## src/rtl/car_motion_ctrl_if.sv

```systemverilog
// Target/door-button inputs and floor/status outputs of the car motion sequencer.
// The controller connects through the slave modport; its driver uses master.
interface car_motion_ctrl_if;
  logic [2:0] input_des;
  logic       input_bool;
  logic       input_door_hold;
  logic [2:0] output_now;
  logic       output_dir;
  logic       output_moving;
  logic       output_door_open;
  logic       output_arrive;

  modport master (
    output input_des, input_bool, input_door_hold,
    input  output_now, output_dir, output_moving, output_door_open, output_arrive
  );

  modport slave (
    input  input_des, input_bool, input_door_hold,
    output output_now, output_dir, output_moving, output_door_open, output_arrive
  );
endinterface

```

## src/rtl/car_motion_ctrl.sv

```systemverilog
// Car motion and door sequencer: steps one floor per travel period toward the
// target and runs a timed door cycle on arrival, feeding floor/direction back upstream.
module car_motion_ctrl #(
  parameter int unsigned TRAVEL_CYCLES = 50_000_000,
  parameter int unsigned DOOR_CYCLES   = 150_000_000,
  parameter int unsigned TOP_FLOOR     = 6
) (
  input  logic                input_clk,
  input  logic                input_rst_n,
  car_motion_ctrl_if.slave    bus
);

  localparam int unsigned CNT_MAX = (TRAVEL_CYCLES > DOOR_CYCLES) ? TRAVEL_CYCLES : DOOR_CYCLES;
  localparam int unsigned CNT_W   = $clog2(CNT_MAX);
  localparam logic [CNT_W-1:0] TRAVEL_LAST = CNT_W'(TRAVEL_CYCLES - 1);
  localparam logic [CNT_W-1:0] DOOR_LAST   = CNT_W'(DOOR_CYCLES - 1);
  localparam logic [2:0]       TOP         = 3'(TOP_FLOOR);

  typedef enum logic [1:0] {IDLE, MOVE, DOOR} state_t;

  state_t           state_q, state_d;
  logic [2:0]       now_q, now_d;
  logic             dir_q, dir_d;
  logic [CNT_W-1:0] cnt_q, cnt_d;
  logic             moving_q, door_q, arrive_q, arrive_d;

  logic [2:0]       next_floor;
  logic             target_ok, beyond, end_floor;

  // Floor reached at the end of the current segment, clamped to the shaft.
  always_comb begin
    next_floor = now_q;
    if (dir_q && (now_q < TOP))
      next_floor = now_q + 3'd1;
    else if (!dir_q && (now_q > 3'd1))
      next_floor = now_q - 3'd1;
    target_ok = bus.input_bool && (bus.input_des >= 3'd1) && (bus.input_des <= TOP);
    beyond    = dir_q ? (bus.input_des > next_floor) : (bus.input_des < next_floor);
    end_floor = (next_floor == 3'd1) || (next_floor == TOP);
  end

  always_comb begin
    state_d  = state_q;
    now_d    = now_q;
    dir_d    = dir_q;
    cnt_d    = cnt_q;
    arrive_d = 1'b0;
    unique case (state_q)
      IDLE: begin
        if (target_ok) begin
          cnt_d = '0;
          if (bus.input_des == now_q) begin
            state_d  = DOOR;
            arrive_d = 1'b1;
          end else begin
            state_d = MOVE;
            dir_d   = (bus.input_des > now_q);
          end
        end
      end
      MOVE: begin
        if (cnt_q == TRAVEL_LAST) begin
          // Segment complete: commit the new floor and decide on the same edge.
          cnt_d = '0;
          now_d = next_floor;
          if (target_ok && (bus.input_des == next_floor)) begin
            state_d  = DOOR;
            arrive_d = 1'b1;
          end else if (!(target_ok && beyond && !end_floor)) begin
            state_d = IDLE;
          end
        end else begin
          cnt_d = cnt_q + CNT_W'(1);
        end
      end
      DOOR: begin
        if (bus.input_door_hold) begin
          cnt_d = '0;
        end else if (cnt_q == DOOR_LAST) begin
          cnt_d   = '0;
          state_d = IDLE;
        end else begin
          cnt_d = cnt_q + CNT_W'(1);
        end
      end
      default: state_d = IDLE;
    endcase
  end

  always_ff @(posedge input_clk) begin
    if (!input_rst_n) begin
      state_q  <= IDLE;
      now_q    <= 3'd1;
      dir_q    <= 1'b1;
      cnt_q    <= '0;
      moving_q <= 1'b0;
      door_q   <= 1'b0;
      arrive_q <= 1'b0;
    end else begin
      state_q  <= state_d;
      now_q    <= now_d;
      dir_q    <= dir_d;
      cnt_q    <= cnt_d;
      moving_q <= (state_d == MOVE);
      door_q   <= (state_d == DOOR);
      arrive_q <= arrive_d;
    end
  end

  assign bus.output_now       = now_q;
  assign bus.output_dir       = dir_q;
  assign bus.output_moving    = moving_q;
  assign bus.output_door_open = door_q;
  assign bus.output_arrive    = arrive_q;

endmodule

```

## src/flat_wrapper.sv

```systemverilog
// flat-port wrapper written by rule: the top's interface ports become plain ports
module car_motion_ctrl_flat 
#(
  parameter int unsigned TRAVEL_CYCLES = 50_000_000,
  parameter int unsigned DOOR_CYCLES   = 150_000_000,
  parameter int unsigned TOP_FLOOR     = 6
)
  (input_clk, input_rst_n, bus_input_des, bus_input_bool, bus_input_door_hold, bus_output_now, bus_output_dir, bus_output_moving, bus_output_door_open, bus_output_arrive);
  car_motion_ctrl_if bus_i ();
  input  logic input_clk;
  input  logic input_rst_n;
  input wire logic [$bits(bus_i.input_des)-1:0] bus_input_des;
  input wire logic [$bits(bus_i.input_bool)-1:0] bus_input_bool;
  input wire logic [$bits(bus_i.input_door_hold)-1:0] bus_input_door_hold;
  output wire logic [$bits(bus_i.output_now)-1:0] bus_output_now;
  output wire logic [$bits(bus_i.output_dir)-1:0] bus_output_dir;
  output wire logic [$bits(bus_i.output_moving)-1:0] bus_output_moving;
  output wire logic [$bits(bus_i.output_door_open)-1:0] bus_output_door_open;
  output wire logic [$bits(bus_i.output_arrive)-1:0] bus_output_arrive;
  assign bus_i.input_des = bus_input_des;
  assign bus_i.input_bool = bus_input_bool;
  assign bus_i.input_door_hold = bus_input_door_hold;
  assign bus_output_now = bus_i.output_now;
  assign bus_output_dir = bus_i.output_dir;
  assign bus_output_moving = bus_i.output_moving;
  assign bus_output_door_open = bus_i.output_door_open;
  assign bus_output_arrive = bus_i.output_arrive;
  car_motion_ctrl #(.TRAVEL_CYCLES(TRAVEL_CYCLES), .DOOR_CYCLES(DOOR_CYCLES), .TOP_FLOOR(TOP_FLOOR)) u_core (.input_clk(input_clk), .input_rst_n(input_rst_n), .bus(bus_i));
endmodule
```

## config.mk

```make
export PLATFORM = sky130hd
export DESIGN_NAME = car_motion_ctrl_flat
export DESIGN_NICKNAME = d
export VERILOG_FILES = /design/src/rtl/car_motion_ctrl_if.sv /design/src/rtl/car_motion_ctrl.sv /design/src/flat_wrapper.sv
export SDC_FILE = /design/constraint.sdc
export NUM_CORES = 1
export LEC_CHECK = 0
export BUFFER_PORTS_ARGS = -buffer_cell sky130_fd_sc_hd__buf_2
export CAP_MARGIN = 20
export CORE_ASPECT_RATIO = 1.4
export CORE_MARGIN = 4
export CORE_UTILIZATION = 40
export DETAILED_ROUTE_END_ITERATION = 12
export PLACE_DENSITY = 0.64
export SETUP_SLACK_MARGIN = 0.2
export SYNTH_ARGS = -nofsm -noshare
export SYNTH_HDL_FRONTEND = slang
export SYNTH_SLANG_ARGS = --single-unit
```

## constraint.sdc

```tcl
create_clock -name input_clk -period 3.45 [get_ports input_clk]
set_clock_uncertainty 0.2 [all_clocks]
set_input_delay 0.345 -clock input_clk [delete_from_list [all_inputs] [get_ports input_clk]]
set_output_delay 0.345 -clock input_clk [all_outputs]
set_load 0.05 [all_outputs]
```

Yosys cells after proc, flatten, opt, wreduce, memory -nomap -nowiden
Cells that the tools add are included.
{ "word_totals": {"regBits": 37, "mem_bits_ro": 0, "latch_bits": 0, "n_memories": 0, "out_inout_bits": 7, "ramBits": 0} }
{ "op_classes": {"n_div": 0, "shifts": 0, "magnitude_cmp": 7, "n_reduce_logical": 15, "n_eq_ne": 11, "n_bitwise": 1, "add_sub_neg": 3, "muxes": 21, "n_mul": 0} }
{ "ops": {"columns": ["op", "n"], "rows": [
  ["two-way mux 28 bit", 4],
  ["case mux 28 bit (3 select lines)", 1],
  ["adder 28 x 1 -> 28 bit (second input constant)", 1],
  ["== test 28 x 26 -> 1 bit (second input constant)", 1],
  ["== test 28 bit (second input constant)", 1],
  ["two-way mux 2 bit", 7],
  ["logical AND 1 bit", 7],
  ["== test 3 bit", 2],
  ["> comparator 3 bit", 2],
  ["two-way mux 3 bit", 2],
  ["case mux 2 bit (3 select lines)", 1],
  ["two-way mux 1 bit", 5],
  ["== test 2 x 1 -> 1 bit (second input constant)", 2],
  ["== test 2 bit (second input constant)", 2],
  ["AND reduction 2 bit", 2],
  ["adder 3 x 1 -> 3 bit (second input constant)", 1],
  ["== test 3 x 1 -> 1 bit (second input constant)", 1],
  ["== test 3 bit (second input constant)", 1],
  ["greater-or-equal comparator 3 x 1 -> 1 bit (second input constant)", 1],
  ["> comparator 3 x 1 -> 1 bit (second input constant)", 1],
  ["<= comparator 3 bit (second input constant)", 1],
  ["< comparator 3 bit", 1],
  ["< comparator 3 bit (second input constant)", 1],
  ["AND reduction 3 bit", 1],
  ["other kinds (8)", 9]
]} }

Depth between registers and ports, before layout
{ "depth": {"depth_word": 13, "depth_mapped": 15} }

Least setup slack after synthesis
OpenSTA, ideal clock, no wires.
{ "synth_path": {"kind": "input -> register", "startpoint": "input u_core.bus.output_now[1]", "endpoint": "register u_core.door_q (netlist: u_core.bus.output_door_open)", "arrival_time_ns": 3.175, "setup_slack_ns": -0.012, "path_buffers": 1, "cell_stages": 14, "cell_sequence": "dfxtp_1 -> buf_6 -> inv_1 -> ha_1 -> nor2b_1 -> a211oi_1 -> inv_1 -> ha_1 -> and2_1 -> o22ai_1 -> nor4_4 -> nor3b_1 -> o41a_1 -> nor4b_2"} }
{ "synth_via": {"elab_chain_cells": 13, "word_cells_on_any_way": 27} }
{ "synth_rtl": {"columns": ["item", "line_no", "text"], "rows": [
  ["start: declaration", "car_motion_ctrl_if.sv:20", "output output_now, output_dir, output_moving, output_door_open, output_arrive"],
  ["> comparator 3 x 1 -> 1 bit", "car_motion_ctrl.sv:35", "else if (!dir_q && (now_q > 3'd1))"],
  ["logical AND 1 bit", "car_motion_ctrl.sv:35", null],
  ["two-way mux 3 bit", "car_motion_ctrl.sv:35", null],
  ["two-way mux 3 bit", "car_motion_ctrl.sv:33", "if (dir_q && (now_q < TOP))"],
  ["< comparator 3 bit (tied with other cells)", "car_motion_ctrl.sv:38", "beyond = dir_q ? (bus.input_des > next_floor) : (bus.input_des < next_floor);"],
  ["two-way mux 1 bit or logical OR 1 bit (tied branches)", "car_motion_ctrl.sv:38, car_motion_ctrl.sv:39", null],
  ["logical AND 1 bit or zero test 1 bit (tied branches)", "car_motion_ctrl.sv:69", "end else if (!(target_ok && beyond && !end_floor)) begin"],
  ["logical AND 1 bit", "car_motion_ctrl.sv:69", null],
  ["two-way mux 2 bit", "car_motion_ctrl.sv:69", null],
  ["two-way mux 2 bit", "car_motion_ctrl.sv:66", "if (target_ok && (bus.input_des == next_floor)) begin"],
  ["two-way mux 2 bit", "car_motion_ctrl.sv:62", "if (cnt_q == TRAVEL_LAST) begin"],
  ["case mux 2 bit (3 select lines) (*)", "car_motion_ctrl.sv:48", "unique case (state_q)"],
  ["== test 2 bit (*)", "car_motion_ctrl.sv:105", "door_q <= (state_d == DOOR);"],
  ["end signal: assignment", "car_motion_ctrl.sv:105", null],
  ["end: declaration", "car_motion_ctrl.sv:25", "logic moving_q, door_q, arrive_q, arrive_d;"]
]} }
Every way passes the cells marked *; elsewhere a longest branch is shown, timed or not.
A chain may end at the register's enable or synchronous reset.

Worst setup path in the final report
{ "layout_path": {"startpoint": "input u_core.bus.output_dir", "endpoint": "register u_core.door_q (netlist: u_core.bus.output_door_open)"} }
{ "layout_via": {"elab_chain_cells": 13, "word_cells_on_any_way": 21} }
{ "layout_rtl": {"columns": ["item", "line_no", "text"], "rows": [
  ["start: declaration", "car_motion_ctrl_if.sv:20", null],
  ["zero test 1 bit", "car_motion_ctrl.sv:35", null],
  ["logical AND 1 bit", "car_motion_ctrl.sv:35", null],
  ["two-way mux 3 bit", "car_motion_ctrl.sv:35", null],
  ["two-way mux 3 bit (*)", "car_motion_ctrl.sv:33", null],
  ["named net u_core.next_floor[0]", "car_motion_ctrl.sv:27", "logic [2:0] next_floor;"],
  ["< comparator 3 bit (tied with other cells)", "car_motion_ctrl.sv:38", null],
  ["two-way mux 1 bit or logical OR 1 bit (tied branches)", "car_motion_ctrl.sv:38, car_motion_ctrl.sv:39", null],
  ["logical AND 1 bit or zero test 1 bit (tied branches)", "car_motion_ctrl.sv:69", null],
  ["logical AND 1 bit", "car_motion_ctrl.sv:69", null],
  ["two-way mux 2 bit", "car_motion_ctrl.sv:69", null],
  ["two-way mux 2 bit (*)", "car_motion_ctrl.sv:66", null],
  ["two-way mux 2 bit (*)", "car_motion_ctrl.sv:62", null],
  ["case mux 2 bit (3 select lines) (*)", "car_motion_ctrl.sv:48", null],
  ["== test 2 bit (*)", "car_motion_ctrl.sv:105", null]
]} }
The timed path passes the listed nets; every way through them passes the cells marked *.

==> summary.md <==
| Metric | Value |
|---|---|
| Switch share | `0.255` |
| Synthesis warning total | `0` |
| Fmax | `321 MHz` |
| CP max FO | `17` |
| Die width | `71.0 um` |
| Pwr dens | `368 nW/um2` |
| Grt ovf | `0` |
| Post-synthesis adder-cell area fraction | `0.0675` |
| IO Port Bufs | `13` |
| Comb pwr share | `0.128` |
| CP Capture Type | `flip-flop` |
| Peak supply drop | `234 uV` |
| Layout cells sized above 1 | `0.165` |
| Area of the core | `5280 um2` |
| Post-route ant nets | `0` |
| Initial Util | `0.421` |
| Max-cap viol count | `0` |
| Initial DRC Count | `56` |
| Final TNS setup | `0 ns` |
| GPL Wtd Cong | `0.819` |
| Internal power | `687 uW` |
| Initial antenna violation count | `0` |
| Count of cell types in the netlist | `57` |
| Setup Buffers After CTS | `0` |
| Switching pwr | `236 uW` |
| RSZ-0062 raised after global routing | `no` |
| Synth area leader | `dfxtp_1` |
| Result of the run | `finished clean` |
| Kind of critical path | `flip-flop to flip-flop` |
| Mux cell area share after synthesis | `0.0141` |
| GRT Total Usage | `0.146` |
| Crit path cell chain | `or3_4 -> and3_4 -> or2_4 -> ha_1 -> and2_1 -> o22ai_2 -> nor4_4 -> nor3b_1 -> o41a_1 -> nor4b_2` |
| Vias in the first global route | `1793` |
| CTS tree | `built` |
| Final slew viol count | `0` |
| Die height | `96.2 um` |
| Per-cell routed wire length | `13.5 um` |
| CP Launch Type | `flip-flop` |
| Final Setup Violations | `0` |
| Syn Inst Count | `258` |
| Most frequent cells in the layout | `nor2_1, dfxtp_1, xor2_1` |
| Hold buffer count at CTS | `0` |
| HP Class | `primary input to flip-flop` |
| Hold Vio Cnt, Final | `0` |
| Required @ worst endpoint | `3.45 ns` |
| I/O pin cnt | `14` |
| H-tree depth | `2` |
| CP max stage cell | `dfxtp_2` |
| Post-synth EDFFs | `0` |
| Clk network pwr share | `0.395` |
| Compound-cell area share of the yosys netlist | `0.110` |
| Bufs on Longest Clock Path | `2` |
| CTS sink cnt | `37` |
| Leading post-synthesis cells by cell area | `dfxtp_1, xor2_1, ha_1, nor2_1, xnor2_1` |
| Post-route total power | `922 uW` |
| Async SR Flop Fraction | `0` |
| Sequential share of the synthesized area | `0.333` |
| Clock transition at path regs | `0.08 ns` |
| Most common cell after layout, fill and taps aside | `nor2_1` |
| Simple-Gate Fraction of Synth Area | `0.327` |
| Tmin final | `3.12 ns` |
| Leakage power total | `0.000927 uW` |
| DRC viols | `0` |
| #FFs+latches synth | `37` |
| First-pass GRT wire length | `7980 um` |
| Max stage delay on crit path | `0.43 ns` |
| Final WL | `4570 um` |
| Total nets after synthesis | `277` |
| Most used flip-flop cell after synthesis | `dfxtp_1` |
| Worst slew pin tran | `0.462 ns` |
| XOR/XNOR Fraction of Synth Area | `0.110` |
| Reg power frac | `0.478` |
| Clk root buf | `clkbuf_8` |
| Row count | `31` |
| Post-DP HPWL | `3380 um` |
| Total Nets Final | `291` |
| DR vias/cell | `5.38` |
| Critical Path AT | `3.12 ns` |
| Slew HR | `0.690` |
| Post-Syn Area | `2220 um2` |
| Largest net degree at the start of global routing | `20` |
| Largest family of logic cells by synthesized area | `simple AND/OR/NAND/NOR gates` |
| DR vias | `1825` |
| Top-area cell type share of the netlist area | `0.333` |
| N_diodes | `0` |
| Total CTS buffers | `5` |
| Syn avg cell area | `8.62 um2` |
| Tcrit/Tclk final | `0.903` |
| Area growth syn-to-layout | `12.5%` |
| First-pass DRT Iterations | `4` |
| Full die area | `6830 um2` |
| Clock Latency Late Sink | `0.29 ns` |
-- through the flow --
stage	setup WS [ns]	utilization	hold slack [ns]	instance area, um2	cells
6_report	0.333	0.474	0.107	2500	339
4_1_cts	0.216	0.469	0.0959	2470	339
5_1_grt	0.168	0.474	0.0999	2500	339
3_5_place_dp	0.176	0.446	0.301	2350	331
2_1_floorplan	0.236	-	0.277	2230	258
3_3_place_gp	0.263	0.446	0.298	2350	331
-- worst paths after layout --
kind / startpoint / to / slack (ns) / cells past startpoint
worst min register to register: u_core.cnt_q[5] / u_core.cnt_q[5] / 0.32 / 2
worst min-delay path: input_rst_n / u_core.bus.output_dir / 0.11 / 2
worst max register to register: u_core.bus.output_dir / u_core.bus.output_door_open / 0.33 / 10
worst max-delay path: u_core.bus.output_dir / u_core.bus.output_door_open / 0.33 / 10
-- Yosys cell counts, drive strengths merged, types with 2 or more instances --
master   n
nor4b    3
a211oi   3
nand2   17
nor3     4
nor4     4
buf      5
nor3b    3
xor2    18
ha      12
and4     5
or3      3
nand3   16
nor2    37
clkbuf   3
inv     11
and3     8
a21oi    5
and3b    2
o22ai    2
o21ai    5
o221ai   2
dfxtp   37
xnor2   10
or2      3
mux2i    2
a21o     2
and2     2
nand4    7
nor2b    9
-- power groups by stage --
stage / registers [uW] / logic (uW) / clock network [uW]
after global placement: 450 / 115 / 0
after CTS: 440 / 117 / 381
after floorplan: 456 / 83.2 / 0
after global routing: 441 / 130 / 396
final: 440 / 118 / 364
after detailed placement: 450 / 116 / 0
-- critical path, delay by kind of cell, from the launching register on --
family	cells	cell delay, ns
AO/OA/AOI/OAI	2	0.52
AND/OR/NAND/NOR	7	1.59
adder cells (fa/ha/maj)	1	0.30
flip-flops	1	0.43
-- registers in the layout, indices dropped and copies added (netlist names) --
name                         cells
u_core.bus.output_arrive         1
u_core.bus.output_dir            1
u_core.bus.output_door_open      1
u_core.bus.output_moving         1
u_core.bus.output_now            3
u_core.cnt_q                    28
u_core.state_q                   2
-- cells by family after synthesis --
logic type	after synthesis
fa+ha+maj	12
buf+inv	19
compound gates	30
simple gates	129
flops	37
xor+xnor	28
mux	3
-- cell type report --
cell class              instances  area [um2]
inverters                      11        41.3
multi-input cells             202        1440
well taps                      66        82.6
repair buffers                 15        80.1
clock buffers                   7         108
flip-flops and latches         37         748
fillers                       544        2770
clock inverters                 1        7.51
-- metal layers --
metal | vias to the layer above | wire length, um | track usage
met4 | 0 | 46 | 0.0690
met5 | - | 0 | 0
met2 | 17 | 2430 | 0.266
li1 | 939 | - | -
met1 | 865 | 1990 | 0.163
met3 | 4 | 99 | 0.0272
-- what timing repair did --
action / 4_1_cts / 5_1_grt
pin swaps: 0 / 2
resized for setup: 2 / 4
setup endpoints to repair: 3 / 4
(Power assumes the default switching activity.)
